<file path="src/rtl/mdu_pkg.sv">
// Shared definitions for the iterative multiply/divide unit: op codes, Hi/Lo
// enable codes, FSM encoding and operand width.
package mdu_pkg;

  localparam int MDU_WIDTH = 32;

  typedef enum logic [2:0] {
    OP_MULT  = 3'd0,
    OP_MULTU = 3'd1,
    OP_DIV   = 3'd2,
    OP_DIVU  = 3'd3,
    OP_MADD  = 3'd4,
    OP_MSUB  = 3'd5
  } op_t;

  typedef enum logic [3:0] {
    EN_NONE = 4'd0,
    EN_MULT = 4'd1,
    EN_DIV  = 4'd3,
    EN_MADD = 4'd4,
    EN_MSUB = 4'd5
  } en_t;

  typedef enum logic [1:0] {
    ST_IDLE,
    ST_CALC,
    ST_SIGN,
    ST_WRITE
  } state_t;

  function automatic logic op_valid(input logic [2:0] op);
    return op <= OP_MSUB;
  endfunction

  function automatic logic op_signed(input logic [2:0] op);
    return op inside {OP_MULT, OP_DIV, OP_MADD, OP_MSUB};
  endfunction

  function automatic logic op_is_div(input logic [2:0] op);
    return op inside {OP_DIV, OP_DIVU};
  endfunction

  function automatic en_t op_enable(input logic [2:0] op);
    case (op)
      OP_MULT, OP_MULTU: return EN_MULT;
      OP_DIV, OP_DIVU:   return EN_DIV;
      OP_MADD:           return EN_MADD;
      OP_MSUB:           return EN_MSUB;
      default:           return EN_NONE;
    endcase
  endfunction

endpackage

</file>
<file path="src/rtl/mult_div_unit_if.sv">
// Request/result bundle between the EX stage and the multiply/divide unit.
interface mult_div_unit_if import mdu_pkg::*; #(
  parameter int WIDTH = MDU_WIDTH
);
  logic               Start;
  logic [2:0]         Op;
  logic [WIDTH-1:0]   A;
  logic [WIDTH-1:0]   B;
  logic [2*WIDTH-1:0] Product;
  logic [3:0]         enable;
  logic               Busy;
  logic               Done;

  modport master (
    output Start, Op, A, B,
    input  Product, enable, Busy, Done
  );

  modport slave (
    input  Start, Op, A, B,
    output Product, enable, Busy, Done
  );
endinterface

</file>
<file path="src/rtl/mdu_step.sv">
// One combinational iteration: shift-add for multiply, restoring
// shift-subtract for divide, on a {hi,lo} double-width accumulator.
module mdu_step import mdu_pkg::*; #(
  parameter int WIDTH = MDU_WIDTH
) (
  input  logic               is_div,
  input  logic [2*WIDTH-1:0] acc,
  input  logic [WIDTH-1:0]   operand,
  output logic [2*WIDTH-1:0] acc_next,
  output logic               q_bit
);

  logic [WIDTH:0] sum;
  logic [WIDTH:0] trial;

  always_comb begin
    sum   = {1'b0, acc[2*WIDTH-1:WIDTH]} + (acc[0] ? {1'b0, operand} : '0);
    // Shifted remainder can reach WIDTH+1 bits, so the trial keeps the bit
    // about to leave the top of the accumulator.
    trial = acc[2*WIDTH-1:WIDTH-1] - {1'b0, operand};
    q_bit = ~trial[WIDTH];
    if (is_div)
      acc_next = {(q_bit ? trial[WIDTH-1:0] : acc[2*WIDTH-2:WIDTH-1]),
                  acc[WIDTH-2:0], q_bit};
    else
      acc_next = {sum, acc[WIDTH-1:1]};
  end

endmodule

</file>
<file path="src/rtl/mult_div_unit.sv">
// Iterative multiply/divide engine producing the {Hi,Lo} Product and a
// one-cycle Hi/Lo write command per accepted operation.
module mult_div_unit import mdu_pkg::*; #(
  parameter int WIDTH = MDU_WIDTH
) (
  input logic            Clk,
  input logic            Reset,
  mult_div_unit_if.slave bus
);

  localparam int CNT_W = $clog2(WIDTH);

  state_t             state;
  logic [CNT_W-1:0]   count;
  logic [2:0]         op_r;
  logic               s_a;
  logic               s_b;
  logic               b_zero;
  logic [WIDTH-1:0]   a_raw;
  logic [WIDTH-1:0]   opnd;
  logic [2*WIDTH-1:0] acc;
  logic [2*WIDTH-1:0] acc_next;
  logic [2*WIDTH-1:0] result;
  logic [WIDTH-1:0]   quo;
  logic [WIDTH-1:0]   rem;
  logic               q_bit;
  logic               is_div;
  logic               div_in;
  logic               neg_a;
  logic               neg_b;

  function automatic logic [WIDTH-1:0] mag(input logic signed [WIDTH-1:0] v,
                                           input logic neg);
    return neg ? -v : v;
  endfunction

  assign is_div = op_is_div(op_r);
  assign div_in = op_is_div(bus.Op);
  assign neg_a  = op_signed(bus.Op) & bus.A[WIDTH-1];
  assign neg_b  = op_signed(bus.Op) & bus.B[WIDTH-1];
  assign quo    = acc[WIDTH-1:0];
  assign rem    = acc[2*WIDTH-1:WIDTH];

  mdu_step #(.WIDTH(WIDTH)) u_step (
    .is_div   (is_div),
    .acc      (acc),
    .operand  (opnd),
    .acc_next (acc_next),
    .q_bit    (q_bit)
  );

  // Sign fixup of the magnitude result; divide-by-zero bypasses it entirely.
  always_comb begin
    result = acc;
    if (is_div) begin
      if (b_zero)
        result = {a_raw, {WIDTH{1'b1}}};
      else
        result = {(s_a ? -rem : rem), ((s_a ^ s_b) ? -quo : quo)};
    end else if (s_a ^ s_b) begin
      result = -acc;
    end
  end

  always_ff @(posedge Clk) begin
    if (Reset) begin
      state       <= ST_IDLE;
      count       <= '0;
      bus.Product <= '0;
      bus.enable  <= EN_NONE;
      bus.Busy    <= 1'b0;
      bus.Done    <= 1'b0;
    end else begin
      case (state)
        ST_IDLE: begin
          if (bus.Start && op_valid(bus.Op)) begin
            op_r     <= bus.Op;
            s_a      <= neg_a;
            s_b      <= neg_b;
            b_zero   <= (bus.B == '0);
            a_raw    <= bus.A;
            opnd     <= div_in ? mag(bus.B, neg_b) : mag(bus.A, neg_a);
            acc      <= {{WIDTH{1'b0}},
                         (div_in ? mag(bus.A, neg_a) : mag(bus.B, neg_b))};
            count    <= '0;
            bus.Busy <= 1'b1;
            state    <= ST_CALC;
          end
        end
        ST_CALC: begin
          acc   <= is_div ? {acc_next[2*WIDTH-1:1], q_bit} : acc_next;
          count <= count + 1'b1;
          if (count == CNT_W'(WIDTH - 1))
            state <= ST_SIGN;
        end
        ST_SIGN: begin
          bus.Product <= result;
          bus.enable  <= op_enable(op_r);
          bus.Done    <= 1'b1;
          state       <= ST_WRITE;
        end
        ST_WRITE: begin
          bus.enable <= EN_NONE;
          bus.Done   <= 1'b0;
          bus.Busy   <= 1'b0;
          state      <= ST_IDLE;
        end
        default: state <= ST_IDLE;
      endcase
    end
  end

endmodule

</file>
<file path="src/flat_wrapper.sv">
// flat-port wrapper written by rule: the top's interface ports become plain ports
module mult_div_unit_flat import mdu_pkg::*;
#(
  parameter int WIDTH = MDU_WIDTH
)
  (Clk, Reset, bus_Start, bus_Op, bus_A, bus_B, bus_Product, bus_enable, bus_Busy, bus_Done);
  mult_div_unit_if #(.WIDTH(WIDTH)) bus_i ();
  input logic Clk;
  input logic Reset;
  input wire logic [$bits(bus_i.Start)-1:0] bus_Start;
  input wire logic [$bits(bus_i.Op)-1:0] bus_Op;
  input wire logic [$bits(bus_i.A)-1:0] bus_A;
  input wire logic [$bits(bus_i.B)-1:0] bus_B;
  output wire logic [$bits(bus_i.Product)-1:0] bus_Product;
  output wire logic [$bits(bus_i.enable)-1:0] bus_enable;
  output wire logic [$bits(bus_i.Busy)-1:0] bus_Busy;
  output wire logic [$bits(bus_i.Done)-1:0] bus_Done;
  assign bus_i.Start = bus_Start;
  assign bus_i.Op = bus_Op;
  assign bus_i.A = bus_A;
  assign bus_i.B = bus_B;
  assign bus_Product = bus_i.Product;
  assign bus_enable = bus_i.enable;
  assign bus_Busy = bus_i.Busy;
  assign bus_Done = bus_i.Done;
  mult_div_unit #(.WIDTH(WIDTH)) u_core (.Clk(Clk), .Reset(Reset), .bus(bus_i));
endmodule
</file>
<file path="config.mk">
export PLATFORM = sky130hd
export DESIGN_NAME = mult_div_unit_flat
export DESIGN_NICKNAME = d
export VERILOG_FILES = /design/src/rtl/mdu_pkg.sv /design/src/rtl/mult_div_unit_if.sv /design/src/rtl/mdu_step.sv /design/src/rtl/mult_div_unit.sv /design/src/flat_wrapper.sv
export SDC_FILE = /design/constraint.sdc
export NUM_CORES = 1
export LEC_CHECK = 0
export CAP_MARGIN = 40
export CORE_ASPECT_RATIO = 1.1
export CORE_UTILIZATION = 45
export DETAILED_ROUTE_END_ITERATION = 8
export HOLD_SLACK_MARGIN = 0.12
export PLACE_DENSITY = 0.67
export SYNTH_ARGS = -nofsm -noshare
export SYNTH_HDL_FRONTEND = slang
export SYNTH_SLANG_ARGS = --single-unit
export TNS_END_PERCENT = 10
</file>
<file path="constraint.sdc">
create_clock -name Clk -period 5.2 [get_ports Clk]
set_input_delay 1.04 -clock Clk [delete_from_list [all_inputs] [get_ports Clk]]
set_output_delay 1.04 -clock Clk [all_outputs]
set_load 0.005 [all_outputs]
</file>
==> key figures, run 1 <==
Setup path
  • Crit path cell chain: clkinv_1 -> nor2_1 -> ha_1 -> a21o_1 -> a221oi_1 -> a21oi_1 -> a31o_2 -> a221oi_1 -> o21ai_0 -> nand4_1 -> o2111ai_1 -> o311a_1
  • Worst setup SP type: register
  • Critical-path maximum fanout: 15
  • Setup CP Type: reg2reg
  • Data required, critical path: 5.49 ns
  • Slowest stage delay, CP: 0.49 ns
  • Family with the most delay on the worst path: compound AO/OA/AOI/OAI gates
  • Most frequent CP cell: a221oi_1
  • Crit-path slowest cell: a221oi_1
  • Critical path buffer and inverter count: 1
  • Critical Path Sink Type: register
  • Critical Path AT: 4.62 ns

Logic synthesis
  • Synth top area cells: edfxtp_1, dfxtp_1, ha_1
  • Synth warn: 0
  • Synth cell types: 70
  • Syn_nets: 2113
  • Post-synthesis cell count: 1967
  • Post-synth EDFFs: 134
  • Top-area cell type share of the netlist area: 24.9%
  • Syn Std Cell Area: 0.0162 mm²
  • Seq/Total Area, Yosys: 34.3%
  • Flops & latches, synth: 210
  • Syn avg cell area: 8.22 µm²
  • Asr flop ratio synth: 0%
  • Prevailing post-synth register cell: edfxtp_1
  • Synth area leader: edfxtp_1

Final layout
  • Layout cells sized above 1: 4.80%
  • Commonest non-fill, non-tap cell in the layout: nand2_1
  • N_diodes: 0
  • Area delta synth->final: 16.4%
  • Commonest cells after routing, fill and taps aside: nand2_1, nor2_1, a21oi_1, o21ai_0, clkdlybuf4s50_1
  • Fin nets: 2189

Die
  • Die ar.: 0.0367 mm²
  • Die X: 183 µm
  • Initial Utilization: 45.8%
  • Total core area: 0.0353 mm²
  • Die height: 201 µm
  • Core Rows: 72
  • Top Ports: 140

Clock tree
  • Clock tree buffer depth: 3
  • CTS clock-pin slew for the worst setup and hold paths: 0.06 ns
  • Clock root cell: clkbuf_16
  • Post-CTS Hold Buffers: 0
  • H-tree Lvls: 1
  • Resize count post-CTS: 0
  • Postcts setup bufs: 0
  • Num CTS Buffers: 25
  • CTS tree: yes
  • Worst-skew pair later-pin latency: 0.56 ns
  • Clock sink count: 210

Routing
  • Via count: 15758
  • DR WL/cell: 22.8 µm
  • TritonRoute pass-1 iters: 6
  • Drt drc: 0
  • Via density per instance: 6.20
  • Final WL: 58000 µm
  • Initial DRC count: 1670
  • Post-route ant nets: 0

GRT
  • Total grt overflow: 0
  • GRT Util Overall: 31.3%
  • First-pass GRT wire length: 88400 µm
  • Largest net degree at the start of global routing: 75
  • Initial antenna violation count: 0
  • Vias in the first global route: 14839

STA
  • Max Slew Vio Count: 0
  • Hold Vio Cnt, Final: 0
  • Maximum clock rate: 231 MHz
  • Period utilization: 83.1%
  • Least-Margin Pin Slew: 0.888 ns
  • Setup ws final: 0.878 ns
  • Fin crit period: 4.32 ns
  • Relative slew margins: 40.5%
  • Clk_skew: 0.0305 ns
  • Endpoints failing setup: 0
  • Setup TNS: 0 ns
  • RSZ-0062 raised after global routing: false

Power
  • VDD IR max: 0.260 mV
  • Static leakage: 7.08 nW
  • P per Cell Area: 484 mW/mm²

Placed design
  • # port buffers: 138
  • HPWL Detailed: 43700 µm
  • Setup WS pre-CTS: 0.559 ns
  • RePlAce Congestion: 0.984

Worst hold path
  • HP Class: reg2reg

Run
  • Number of max-cap violations: 0

Outcome
  • Outcome: finished clean
[stage by stage]
step	hold WS (ns)	instances	util [%]	total power, mW	area [µm²]
3_5_place_dp	0.457	2497	51.0	7.29	18000
5_1_grt	0.504	2543	53.3	9.65	18800
2_1_floorplan	0.458	1967	-	5.75	16200
6_report	0.470	2543	53.3	9.11	18800
3_3_place_gp	0.456	2492	50.8	7.22	17900
4_1_cts	0.467	2543	53.3	9.04	18800
[routing by layer]
| layer | wire length (µm) | GRT usage [%] | vias up |
|---|---|---|---|
| met1 | 23600 | 40.8 | 7450 |
| met2 | 26500 | 50.2 | 815 |
| met4 | 2650 | 13.4 | 0 |
| li1 | - | - | 7356 |
| met5 | 0 | 0 | - |
| met3 | 5250 | 6.13 | 137 |
[sequential cells by signal, indices dropped and copies added, names as in the netlist]
signal / count
u_core.count: 5
u_core.bus.Busy: 1
u_core.state: 2
u_core.b_zero: 1
u_core.s_a: 1
u_core.s_b: 1
u_core.bus.Product: 64
u_core.a_raw: 32
u_core.bus.enable: 3
u_core.acc: 64
u_core.bus.Done: 1
u_core.opnd: 32
u_core.op_r: 3
[tightest hold or removal path, cell delays in order, from the launching register on]
cell and delay (ns):
dfxtp_1 0.31, nand2_1 0.06, a21oi_1 0.05
[where the power goes]
| part | internal [mW] | switching [mW] | total (mW) |
|---|---|---|---|
| Sequential | 2.28 | 0.589 | 2.87 |
| Combinational | 1.86 | 2.64 | 4.50 |
| Clock | 0.985 | 0.750 | 1.74 |
[path summary, 6_finish.rpt]
kind / startpoint / to / slack (ns) / depth (start not counted)
worst max-delay path: u_core.acc[0] / u_core.acc[61] / 0.88 / 12
worst min-delay path: u_core.bus.Product[48] / u_core.bus.Product[48] / 0.47 / 2
worst max register to register: u_core.acc[0] / u_core.acc[61] / 0.88 / 12
worst min register to register: u_core.bus.Product[48] / u_core.bus.Product[48] / 0.47 / 2
[Yosys cell counts, types with 8 or more instances]
| cell type | number |
|---|---|
| mux2i_1 | 57 |
| o21ai_0 | 143 |
| ha_1 | 74 |
| or3_1 | 18 |
| a21o_1 | 39 |
| and4_1 | 8 |
| a211oi_1 | 31 |
| nand2b_1 | 17 |
| nor2_1 | 193 |
| nand3_1 | 29 |
| edfxtp_1 | 134 |
| nand2_1 | 242 |
| o22ai_1 | 34 |
| xor2_1 | 88 |
| and3_1 | 15 |
| a311oi_1 | 10 |
| or4_1 | 13 |
| nor4_1 | 19 |
| and2_1 | 14 |
| o21a_1 | 10 |
| inv_1 | 62 |
| a31oi_1 | 36 |
| nor3_1 | 42 |
| nor2b_1 | 9 |
| o21bai_1 | 9 |
| dfxtp_1 | 76 |
| or2_2 | 9 |
| a21oi_1 | 162 |
| xnor2_1 | 95 |
| nand4_1 | 11 |
| o211ai_1 | 25 |
| o41ai_1 | 15 |
| clkbuf_1 | 107 |
| o31ai_1 | 31 |
[kinds of logic (layout without fill, tap and decap cells)]
| family | count (synthesis) | count (layout) | synth area share (%) |
|---|---|---|---|
| DFF | 210 | 210 | 34.3 |
| and+or+nand+nor | 649 | 649 | 18.3 |
| other | 1 | 1 | 0.0232 |
| xor gates and xnor gates | 183 | 183 | 9.91 |
| adders and majority gates | 76 | 76 | 5.98 |
| muxes | 57 | 57 | 3.53 |
| buffers and inverters | 184 | 279 | 4.33 |
| AOI/OAI and AO/OA | 607 | 607 | 23.7 |
[area by class of cell]
| type | count | area [µm²] |
|---|---|---|
| clock buffer | 28 | 637 |
| clock inverter | 18 | 158 |
| fill | 3375 | 16500 |
| inverter | 65 | 244 |
| multi-input combinational | 1573 | 9980 |
| sequential | 210 | 5550 |
| tap | 481 | 602 |
| timing repair buffer | 168 | 1660 |
No activity file was read; power rests on OpenSTA's default activity.
==> run 2: changes to the inputs <==
- clock period: 5.2 -> 3.45 ns (I/O delays scaled with it)
==> run 2 against run 1 <==
Against the previous run:
- sequential cell count unchanged
- combinational power up 82%
- critical endpoint is now u_core.acc[48]
- largest power group unchanged
- sequential share of layout area down 2.4 points
- non-clock buffer count up 200
- sequential power up 38%
==> key figures, run 2 (synthesized netlist as in run 1, its figures left out) <==
Outcome
  • Outcome: finished clean (unchanged)

STA
  • Endpoints failing setup: 0 (unchanged)
  • RSZ-0062 raised after global routing: false (unchanged)
  • Maximum clock rate: 304 MHz (was 231 MHz)
  • Max Slew Vio Count: 0 (unchanged)
  • Fin crit period: 3.29 ns (was 4.32 ns)
  • Least-Margin Pin Slew: 0.808 ns (was 0.888 ns)
  • Period utilization: 95.4% (was 83.1%)
  • Setup TNS: 0 ns (unchanged)
  • Hold Vio Cnt, Final: 0 (unchanged)
  • Clk_skew: 0.0163 ns (was 0.0305 ns)
  • Relative slew margins: 45.6% (was 40.5%)

Final layout
  • Layout cells sized above 1: 14.0% (was 4.80%)
  • FF+latch area: 0.00555 mm² (unchanged)
  • Area of the multi-input gates: 0.0100 mm² (was 0.00998 mm²)
  • Commonest cells after routing, fill and taps aside: nand2_1, buf_4, nor2_1, a21oi_1 (was nand2_1, nor2_1, a21oi_1, o21ai_0, clkdlybuf4s50_1)
  • Fill cells: 3216 (was 3375)
  • Area delta synth->final: 26.6% (was 16.4%)
  • Finished layout cell area: 0.0205 mm² (was 0.0188 mm²)
  • N_diodes: 0 (unchanged)
  • Fin nets: 2389 (was 2189)
  • Biggest regs: u_core.acc (64), u_core.bus.Product (64) (unchanged)
  • Commonest non-fill, non-tap cell in the layout: nand2_1 (unchanged)

GRT
  • First-pass GRT wire length: 92200 µm (was 88400 µm)
  • GR Util met2: 51.9% (was 50.2%)
  • Met3 global-route usage: 4.61% (was 6.13%)
  • Busiest grt layer: met2 (unchanged)
  • M1 GR Usage: 42.4% (was 40.8%)
  • Initial antenna violation count: 0 (unchanged)
  • GRT Util Overall: 32.6% (was 31.3%)
  • Largest net degree at the start of global routing: 65 (was 75)
  • Total grt overflow: 0 (unchanged)
  • Vias in the first global route: 15880 (was 14839)

Power
  • Static leakage: 8.10 nW (was 7.08 nW)
  • P per Cell Area: 728 mW/mm² (was 484 mW/mm²)
  • Pwr Total: 14.9 mW (was 9.11 mW)
  • VDD IR max: 0.317 mV (was 0.260 mV)

Clock tree
  • Clock root cell: clkbuf_16 (unchanged)
  • Worst-skew pair later-pin latency: 0.55 ns (was 0.56 ns)
  • H-tree Lvls: 1 (unchanged)
  • Clock tree buffer depth: 3 (unchanged)
  • Clock sink count: 210 (unchanged)
  • Post-CTS Hold Buffers: 0 (unchanged)
  • CTS tree: yes (unchanged)
  • Num CTS Buffers: 25 (unchanged)
  • CTS clock-pin slew for the worst setup and hold paths: 0.06 ns (about the same)

Die
  • Die X: 183 µm (unchanged)
  • Total core area: 0.0353 mm² (unchanged)
  • Die height: 201 µm (unchanged)
  • Core Rows: 72 (unchanged)
  • Top Ports: 140 (unchanged)
  • Die ar.: 0.0367 mm² (unchanged)
  • Initial Utilization: 45.8% (unchanged)

Worst hold path
  • HP Class: reg2reg (unchanged)

Setup path
  • Critical Path Sink Type: register (unchanged)
  • RR Startpoint: u_core.opnd[0] (was u_core.acc[0])
  • CP endpoint: u_core.acc[48] (was u_core.acc[61])
  • Register-to-register setup slack: 0.16 ns (was 0.88 ns)
  • Critical R2R Capture: u_core.acc[48] (was u_core.acc[61])
  • Critical-path maximum fanout: 4 (was 15)
  • Setup CP Type: reg2reg (unchanged)
  • Crit path launch: u_core.opnd[0] (was u_core.acc[0])
  • Critical Path AT: 3.66 ns (was 4.62 ns)
  • Number of cells on the worst reg-to-reg path: 13 (was 12)
  • Worst setup SP type: register (unchanged)
  • Data required, critical path: 3.82 ns (was 5.49 ns)

Placed design
  • Cell Area, Placed: 0.0195 mm² (was 0.0180 mm²)
  • RePlAce Congestion: 1.07 (was 0.984)
  • # port buffers: 138 (unchanged)
  • HPWL Detailed: 46800 µm (was 43700 µm)

Routing
  • Final WL: 60100 µm (was 58000 µm)
  • Via density per instance: 6.06 (was 6.20)
  • Via count: 16622 (was 15758)
  • Initial DRC count: 1638 (was 1670)
  • TritonRoute pass-1 iters: 8 (was 6)
  • DR WL/cell: 21.9 µm (was 22.8 µm)
  • Drt drc: 0 (unchanged)
  • Post-route ant nets: 0 (unchanged)

Run
  • Number of max-cap violations: 0 (unchanged)
==> run 2: cell count changes in the layout (fill, tap and decap cells not counted), sizes merged <==
cell      change
buf         +200
clkinv        -5
clkinvlp      -2
inv           +1
bufinv        +1
clkbuf        +5
==> run 2: worst min path at each step <==
| stage | start | endpoint | slack (ns) | cells past startpoint |
|---|---|---|---|---|
| 2_1_floorplan | u_core.bus.Product[35] | u_core.bus.Product[35] | 0.46 | 2 |
| 3_3_place_gp | u_core.bus.Product[50] | u_core.bus.Product[50] | 0.45 | 2 |
| 3_5_place_dp | u_core.bus.Product[42] | u_core.bus.Product[42] | 0.46 | 2 |
| 4_1_cts | u_core.bus.Product[50] | u_core.bus.Product[50] | 0.47 | 2 |
| 5_1_grt | u_core.bus.Product[48] | u_core.bus.Product[48] | 0.50 | 2 |
| 6_report | u_core.bus.Product[50] | u_core.bus.Product[50] | 0.47 | 2 |
==> run 2: through the flow <==
| stage | hold slack [ns] | cells | utilization (%) | setup WS (ns) |
|---|---|---|---|---|
| CTS | 0.472 | 2739 | 57.7 | 0.0134 |
| global route | 0.496 | 2743 | 58.0 | 0.00266 |
| floorplan | 0.458 | 1967 | - | -0.0574 |
| detailed placement | 0.462 | 2693 | 55.3 | -0.135 |
| finish | 0.466 | 2743 | 58.0 | 0.160 |
| global placement | 0.454 | 2692 | 55.2 | -0.0908 |
==> run 2: per-layer routing <==
layer / vias to the layer above / routed length, µm / share of wire, %
met4: 0 / 3680 / 6.1
met2: 812 / 27200 / 45
met3: 180 / 4790 / 8.0
li1: 7734 / - / -
met1: 7896 / 24400 / 41
met5: - / 0 / 0
==> run 2: report_power, final <==
group          internal (mW)  switching (mW)
clock network           1.65            1.09
logic                   3.53            4.67
registers               3.43           0.516
total                   8.62            6.28
==> run 2: final cells by class <==
cell class	count	area share [%]
clock inverters	13	0.715
flip-flops and latches	210	27.1
repair buffers	368	15.6
inverters	65	1.20
multi-input cells	1573	49.1
well taps	481	2.94
clock buffers	33	3.41
==> run 2: critical path: stages (launching register included) <==
cell and delay (ns):
edfxtp_1 0.39, buf_4 0.14, ha_1 0.21, fa_2 0.38, nand2b_1 0.19, a21oi_2 0.17, buf_4 0.13, o21a_1 0.22
o21bai_1 0.12, a21boi_1 0.25, o21bai_1 0.12, and3_1 0.19, o311a_1 0.37, a211oi_2 0.24
==> run 2: timing repair <==
| action | 4_1_cts | 5_1_grt |
|---|---|---|
| setup buffers | 0 | 3 |
| pin swaps | 0 | 5 |
| setup endpoints to repair | 5 | 34 |
| resized for setup | 4 | 26 |
==> run 3: changes to the inputs <==
- CTS_BUF_LIST: unset -> sky130_fd_sc_hd__clkbuf_4 sky130_fd_sc_hd__clkbuf_8
==> run 3 against run 2 <==
Against the previous run:
- sequential cell count unchanged
- non-clock buffer count is the same
- clock power decreased by 7%
- final cell count up 0.84%
- utilization is 0.13 points lower
- die area did not move
- worst hold slack improved by 0.00067 ns
- register-to-register slack barely moved
- clock skew grew 0.024 ns
- via count up 0.29%
- critical path type unchanged
- largest power group unchanged
- highest routed layer unchanged
==> key figures, run 3 (synthesized netlist as in run 1, its figures left out) <==
GRT
  • Largest net degree at the start of global routing: 65 (unchanged)
  • Vias in the first global route: 15950 (was 15880)
  • Initial antenna violation count: 1 (was 0)
  • First-pass GRT wire length: 92000 µm (was 92200 µm)
  • Total grt overflow: 0 (unchanged)
  • GRT Util Overall: 32.6% (about the same)

STA
  • Period utilization: 95.0% (was 95.4%)
  • Endpoints failing setup: 0 (unchanged)
  • Max Slew Vio Count: 0 (unchanged)
  • Hold Vio Cnt, Final: 0 (unchanged)
  • Maximum clock rate: 305 MHz (was 304 MHz)
  • Least-Margin Pin Slew: 0.848 ns (was 0.808 ns)
  • Relative slew margins: 42.9% (was 45.6%)
  • Fin crit period: 3.28 ns (was 3.29 ns)
  • Clk_skew: 0.0407 ns (was 0.0163 ns)

Routing
  • Drt drc: 0 (unchanged)
  • Via count: 16671 (was 16622)
  • Routed wl met3: 5150 µm (was 4790 µm)
  • DR WL/cell: 21.7 µm (was 21.9 µm)
  • Met2 WL: 27100 µm (was 27200 µm)
  • Top Metal Used: met4 (unchanged)
  • Via density per instance: 6.03 (was 6.06)
  • Final WL: 60100 µm (about the same)
  • TritonRoute pass-1 iters: 6 (was 8)
  • Post-route ant nets: 0 (unchanged)
  • Initial DRC count: 1651 (was 1638)
  • Met1 Routed Length: 23900 µm (was 24400 µm)

Clock tree
  • CTS tree: yes (unchanged)
  • Num CTS Buffers: 38 (was 25)
  • Clock tree buffer depth: 3 (unchanged)
  • Post-CTS Hold Buffers: 0 (unchanged)
  • CTS clock-pin slew for the worst setup and hold paths: 0.06 ns (about the same)
  • Worst-skew pair later-pin latency: 0.59 ns (was 0.55 ns)
  • Clock root cell: clkbuf_8 (was clkbuf_16)
  • H-tree Lvls: 2 (was 1)
  • Clock sink count: 210 (unchanged)

Setup path
  • Family with the most delay on the worst path: compound AO/OA/AOI/OAI gates (unchanged)
  • Setup CP Type: reg2reg (unchanged)
  • Number of cells on the worst reg-to-reg path: 12 (was 13)
  • Crit path cell chain: buf_4 -> ha_1 -> nor2b_1 -> o31ai_2 -> o21ai_0 -> a21oi_1 -> o21ai_0 -> o41ai_1 -> buf_4 -> xor2_1 -> nor2_1 -> o311a_1 (was buf_4 -> ha_1 -> fa_2 -> nand2b_1 -> a21oi_2 -> buf_4 -> o21a_1 -> o21bai_1 -> a21boi_1 -> o21bai_1 -> and3_1 -> o311a_1 -> a211oi_2)
  • Critical-path maximum fanout: 4 (unchanged)
  • Critical Path AT: 3.62 ns (was 3.66 ns)
  • Crit-path slowest cell: edfxtp_1 (unchanged)
  • Critical R2R Capture: u_core.acc[61] (was u_core.acc[48])
  • RR Startpoint: u_core.acc[32] (was u_core.opnd[0])
  • Critical path buffer and inverter count: 2 (unchanged)
  • Data required, critical path: 3.79 ns (was 3.82 ns)
  • Worst setup SP type: register (unchanged)
  • Slowest stage delay, CP: 0.45 ns (was 0.39 ns)
  • Register-to-register setup slack: 0.17 ns (was 0.16 ns)
  • Critical Path Sink Type: register (unchanged)

Final layout
  • Fin util: 57.8% (was 58.0%)
  • Fill cells: 3245 (was 3216)
  • Commonest non-fill, non-tap cell in the layout: nand2_1 (unchanged)
  • Area delta synth->final: 26.4% (was 26.6%)
  • Layout cells sized above 1: 14.9% (was 14.0%)
  • Fin nets: 2402 (was 2389)
  • Filler-free cell count of the finished design: 2766 (was 2743)
  • Commonest cells after routing, fill and taps aside: nand2_1, buf_4, nor2_1, a21oi_1 (unchanged)
  • N_diodes: 0 (unchanged)
  • Biggest regs: u_core.acc (64), u_core.bus.Product (64) (unchanged)

Die
  • Top Ports: 140 (unchanged)
  • Core Rows: 72 (unchanged)
  • Die height: 201 µm (unchanged)
  • Total core area: 0.0353 mm² (unchanged)
  • Initial Utilization: 45.8% (unchanged)
  • Die X: 183 µm (unchanged)
  • Die ar.: 0.0367 mm² (unchanged)

Worst hold path
  • HP Class: reg2reg (unchanged)
  • Hold Path Stages: 2 (unchanged)
  • Worst Hold Path EP: u_core.bus.Product[50] (unchanged)
  • Hold Startpoint: u_core.bus.Product[50] (unchanged)

Placed design
  • Placed insts: 2693 (unchanged)
  • RePlAce Congestion: 1.07 (unchanged)
  • # port buffers: 138 (unchanged)
  • HPWL Detailed: 46800 µm (unchanged)

Power
  • P per Cell Area: 719 mW/mm² (was 728 mW/mm²)
  • VDD IR max: 0.326 mV (was 0.317 mV)
  • Static leakage: 8.10 nW (about the same)

Outcome
  • Outcome: finished clean (unchanged)

Run
  • Number of max-cap violations: 0 (unchanged)
run 3: cell types whose count changed in the layout (fill, tap and decap cells not counted), moves of 2 or more:
cell / delta
clkbuf_4: +12
clkinvlp_4: +2
clkinv_1: +4
clkbuf_16: -27
clkbuf_8: +39
clkbuf_1: -6
run 3: tightest hold or removal path, stage by stage (launching register included):
cell and delay, ns:
dfxtp_1 0.31, nand2_1 0.06, a21oi_1 0.05
run 3: worst max path at each step:
stage,from,to,slack (ns),cells after the start
5_1_grt,u_core.acc[0],u_core.acc[57],-0.04,14
6_report,u_core.acc[32],u_core.acc[61],0.17,12
4_1_cts,u_core.acc[0],u_core.acc[57],0.02,14
3_3_place_gp,bus_B[8],u_core.acc[29],-0.09,10
2_1_floorplan,u_core.acc[0],u_core.acc[59],-0.06,13
3_5_place_dp,bus_B[8],u_core.acc[29],-0.14,10
run 3: where the power goes:
group / total [mW] / internal, mW / leakage [nW] / switching [mW]
Sequential: 3.95 / 3.43 / 1.87 / 0.517
Combinational: 8.17 / 3.53 / 5.82 / 4.64
Clock: 2.57 / 1.42 / 0.415 / 1.15
Total: 14.7 / 8.39 / 8.10 / 6.30
run 3: stage by stage:
step	worst slack (ns)	hold slack (ns)	setup TNS [ns]	power (mW)	cell area, µm²
floorplan	-0.0574	0.458	-0.110	8.65	16200
global placement	-0.0908	0.454	-0.483	11.7	19500
detailed placement	-0.135	0.462	-1.12	11.9	19500
CTS	0.0160	0.472	0	14.5	20300
global route	-0.0406	0.496	-0.0603	15.6	20400
finish	0.172	0.467	0	14.7	20400
run 3: repair_timing:
item / in CTS / in global routing
setup endpoints to repair: 3 / 34
cloned: 0 / 0
gates resized for setup: 3 / 26
setup buffers: 0 / 3
pin swaps: 0 / 5
run 3: per-layer routing:
metal | vias to the layer above | global-route usage, %
met1 | 7833 | 41.6
met4 | 0 | 20.0
met5 | - | 0
met3 | 187 | 5.90
li1 | 7782 | -
met2 | 869 | 51.2
run 3: final cells by class:
cell class              count  area, µm²  area share, %
clock buffers              51        627           3.07
clock inverters            18        179          0.876
multi-input cells        1573      10000           49.2
well taps                 481        602           2.95
flip-flops and latches    210       5550           27.1
repair buffers            368       3190           15.6
inverters                  65        245           1.20
==> RTL change 1, RTL diff (flow settings as in run 3) <==
Encoding of `state_t`: now Gray code (2 bits for 4 states).
--- a/src/rtl/mdu_pkg.sv
+++ b/src/rtl/mdu_pkg.sv
@@ -22,10 +22,10 @@
   } en_t;
 
   typedef enum logic [1:0] {
-    ST_IDLE,
-    ST_CALC,
-    ST_SIGN,
-    ST_WRITE
+    ST_IDLE  = 2'b00,
+    ST_CALC  = 2'b01,
+    ST_SIGN  = 2'b11,
+    ST_WRITE = 2'b10
   } state_t;
 
   function automatic logic op_valid(input logic [2:0] op);
Check against the original RTL: no difference found for any inputs over 4 cycles, from zero or initial values and one cycle with Reset high; so few cycles prove little.
==> RTL change 1 against run 3 <==
- wire length fell by 7.8%
- clock skew down 7.2 ps
- worst setup slack got worse by 58 ps
- sequential cell count is the same
- cell area fell by 3.1%
- largest cell class unchanged
- synthesized area decreased by 3.0%
Power is not compared: it rests on default switching activity, and its combinational part moved more than twofold at a synthesized area within 25%.
==> RTL change 1: results (changes against run 3) <==
placed cell area=18800 µm² (-3.5%); Synth area leaders=edfxtp_1 (26%), dfxtp_1 (9.7%), ha_1 (5.6%); Post-Syn Nets=1997 (-5.5%); Max Clock Skew=33.5 ps (-7.18 ps); Vias/cell=5.90 (-2.1%); synth cell count leaders=nand2_1 (206), nor2_1 (188), a21oi_1 (168), edfxtp_1 (134), o21ai_0 (124); Setup Slack @ Placement=-426 ps (-290 ps); worst-path fanout max=13 (+9); vias in the first global route=14.9k (-6.7%); required time of the critical path=3740 ps (-50 ps); status=finished, final reports clean; worst hold path type=in2reg; CP Launch Point=u_core.acc[0]; Layout Nets=2275 (-5.3%); Mapped Cells=1855 (-5.7%); Fill cells=3041 (-6.3%); FF-to-FF setup slack=110 ps (-60 ps); setup violators final=0 (unchanged); gp weighted congestion=0.976 (-8.6%); post-synthesis sequential area ratio=35.4% (+1.1 points); Initial DRC Count=1313 (-20%); Slew HR=47.1% (+4.2 points); final WL=55400 µm (-7.8%); max incr delay on CP=420 ps (-30 ps); Num CTS Buffers=37 (-2.6%)
RTL change 1: cell count changes in the layout (fill, tap and decap cells not counted), sizes merged, moves of 10 or more:
cell / before / now
mux2i: 57 / 70
xor2: 88 / 98
a21o: 39 / 21
o21ai: 145 / 126
nand2: 242 / 206
buf: 231 / 203
and2: 15 / 5
RTL change 1: power breakdown:
part / switching, mW / internal (mW)
registers: 0.108 / 2.82
clock network: 1.11 / 1.42
logic: 1.19 / 0.935
RTL change 1: critical path, delay by kind of cell (launching register included):
kind | cells | cell delay [ps]
adder cells (fa/ha/maj) | 1 | 330
AO/OA/AOI/OAI | 8 | 1690
buffers and inverters | 3 | 410
AND/OR/NAND/NOR | 1 | 50
XOR/XNOR | 1 | 170
flip-flops | 1 | 420
RTL change 1: worst min path at each step:
stage	start	to	slack, ps	cells after the start
floorplan	u_core.bus.Product[36]	u_core.bus.Product[36]	430	2
global placement	u_core.bus.Product[36]	u_core.bus.Product[36]	430	2
global route	Reset	u_core.state[0]	450	2
finish	Reset	u_core.state[0]	450	2
CTS	Reset	u_core.state[0]	410	2
detailed placement	u_core.bus.Product[36]	u_core.bus.Product[36]	450	2
RTL change 1: cell type report:
type	count	area (µm²)	area share [%]
clock buffer	48	629	3.18
clock inverter	18	161	0.815
inverter	67	251	1.27
multi-input combinational	1476	9640	48.7
sequential	210	5550	28.0
tap	438	548	2.77
timing repair buffer	341	3030	15.3
RTL change 1: kinds of logic (layout without fill, tap and decap cells):
| family | count (synthesis) | in the layout | synth area share [%] |
|---|---|---|---|
| XOR/XNOR | 193 | 193 | 10.8 |
| AO/OA/AOI/OAI | 543 | 543 | 21.9 |
| buffers and inverters | 169 | 474 | 4.16 |
| adder cells (fa/ha/maj) | 72 | 72 | 5.84 |
| multiplexers | 71 | 71 | 4.54 |
| other | 1 | 1 | 0.0239 |
| flip-flops | 210 | 210 | 35.4 |
| AND/OR/NAND/NOR | 596 | 596 | 17.4 |
RTL change 1: what timing repair did:
| item | in CTS | in global routing |
|---|---|---|
| gates resized for setup | 3 | 27 |
| setup buffers | 0 | 4 |
| hold buffers | 0 | 0 |
| endpoints found under the setup margin | 2 | 35 |
| pin swaps | 0 | 7 |
| cloned | 0 | 1 |
RTL change 1: routing by layer:
metal / up-vias / GRT usage [%] / part of all wire, %
li1: 7363 / - / -
met5: - / 0 / 0
met1: 7206 / 39.4 / 42
met4: 0 / 14.1 / 4.1
met2: 624 / 51.4 / 47
met3: 129 / 3.94 / 6.5
==> RTL change 2, RTL diff (config.mk and constraints of run 3) <==
Without the edit above. The package constant `MDU_WIDTH` goes from 32 to 16.
--- a/src/rtl/mdu_pkg.sv
+++ b/src/rtl/mdu_pkg.sv
@@ -2,7 +2,7 @@
 // enable codes, FSM encoding and operand width.
 package mdu_pkg;
 
-  localparam int MDU_WIDTH = 32;
+  localparam int MDU_WIDTH = 16;
 
   typedef enum logic [2:0] {
     OP_MULT  = 3'd0,
Ports: changed (resized bus_A, bus_B and bus_Product); port bits go from 140 to 76. The function was not compared with the original's and may differ.
==> RTL change 2 against run 3 <==
- power is 54% lower
- critical path depth unchanged
- worst setup slack improved by 210 ps
- wire length is 60% lower
- sequential cell count decreased by 97
- cell area down 52%
- synthesized area fell by 48%
- global-route usage shrank 6.6 points
- largest cell class unchanged
- largest power group unchanged
==> RTL change 2: results (changes against run 3) <==
status=finished, final reports clean; worst-path fanout max=15 (+11); DR vias=7712 (-54%); Setup Slack @ Placement=300 ps (+436 ps); DP Cell Count=1289 (-52%); Mapped Cells=995 (-49%); number of I/O port buffers=74 (-46%); Layout Nets=1146 (-52%); Root Driver=clkbuf_8; final WL=24200 µm (-60%); gp weighted congestion=0.923 (-14%); placed cell area=9480 µm² (-51%); HPWL Detailed=18600 µm (-60%); Max clock buf depth=2 (-1); CTS clk-pin slew, worst paths=70 ps; pwr dens=680 nW/µm² (-5.4%); layout cells sized above 1=8.44% (-6.5 points); post-synthesis sequential area ratio=35.3% (+1.0 points); met2 Use GR=41.4% (-9.8 points); initial antenna violation count=0 (-1); number of synthesized flops with an enable pin=70 (-48%); All-Layer GR Usage=26.1% (-6.6 points); worst hold path type=reg2reg; warnings from Yosys=0 (unchanged); vias in the first global route=7298 (-54%); Largest regs=u_core.acc (32), u_core.bus.Product (32); first-pass GRT wire length=39100 µm (-58%); Max Clock Skew=11.4 ps (-29.3 ps); post-CTS resize count=0 (-3); Vias/cell=5.84 (-3.1%); Initial DRC Count=658 (-60%); pin count of the biggest net entering global routing=40 (-38%); crit path DAT=3260 ps (-360 ps); synth cell count leaders=nand2_1 (128), nor2_1 (102), a21oi_1 (71), edfxtp_1 (70), o21ai_0 (64); postcts setup bufs=0 (unchanged); Pleak=3.67 nW (-55%); 1st-pass router iterations=5 (-1); n_diodes=0 (unchanged); ys async rst share=0% (unchanged); clk_lat worst skew=450 ps (-140 ps); Fill cells=1718 (-47%); H-tree depth=4 (+2); Num CTS Buffers=17 (-55%); cts hold-fix bufs=0 (unchanged); Synth area leaders=edfxtp_1 (25%), dfxtp_1 (10%), ha_1 (6.1%); Synth cell types=79 (+13%); met1 Usage GRT=35.2% (-6.4 points); Global Route met3 Usage=3.56% (-2.3 points); Slew HR=38.4% (-4.5 points); ys flop type=edfxtp_1; Worst IR Drop VDD=0.278 mV (-15%)
[RTL change 2: changes by cell type after synthesis, moves of 64 or more]
cell and change:
a21oi_1 -91, o21ai_0 -79, edfxtp_1 -64, clkbuf_1 -65, nand2_1 -114, nor2_1 -91
[RTL change 2: worst paths after layout]
path	startpoint	endpoint	slack (ps)	cells after the start
setup / recovery	u_core.acc[15]	u_core.acc[0]	380	12
hold / removal	u_core.bus.Product[24]	u_core.bus.Product[24]	470	2
setup reg to reg	u_core.acc[15]	u_core.acc[0]	380	12
hold reg to reg	u_core.bus.Product[24]	u_core.bus.Product[24]	470	2
[RTL change 2: area by class of cell]
cell class,count,share of cell area (%)
Clock buffer,26,3.12
Clock inverter,6,0.837
Inverter,45,1.71
Multi-Input combinational cell,783,51.3
Sequential cell,113,30.0
Tap cell,243,3.08
Timing Repair Buffer,105,9.99
[RTL change 2: metal layers]
| metal | up-vias | share of wire (%) |
|---|---|---|
| li1 | 3742 | - |
| met1 | 3642 | 45 |
| met2 | 270 | 46 |
| met3 | 58 | 5.7 |
| met4 | 0 | 3.4 |
| met5 | - | 0 |
[RTL change 2: where the power goes]
group,internal (mW),switching (mW),total (mW)
Clock,0.721,0.539,1.26
Combinational,1.41,1.88,3.29
Sequential,1.83,0.341,2.17
[RTL change 2: cells by family after synthesis]
group | count (synthesis) | share of synthesized area (%)
simple gates | 340 | 19.1
compound gates | 280 | 21.2
flops | 113 | 35.3
buf+inv | 99 | 4.64
xor+xnor | 92 | 9.92
fa+ha+maj | 43 | 6.59
mux | 27 | 3.25
other cells | 1 | 0.0447
[RTL change 2: worst max-delay path: stages, from the launching register on]
cell and delay, ps:
edfxtp_1 420, inv_1 110, ha_1 240, fa_1 430
nor2b_1 180, o2111ai_1 210, nand3_1 260, a31oi_4 170
xnor2_4 150, buf_4 230, buf_4 180, a21oi_1 160
nor2_1 50
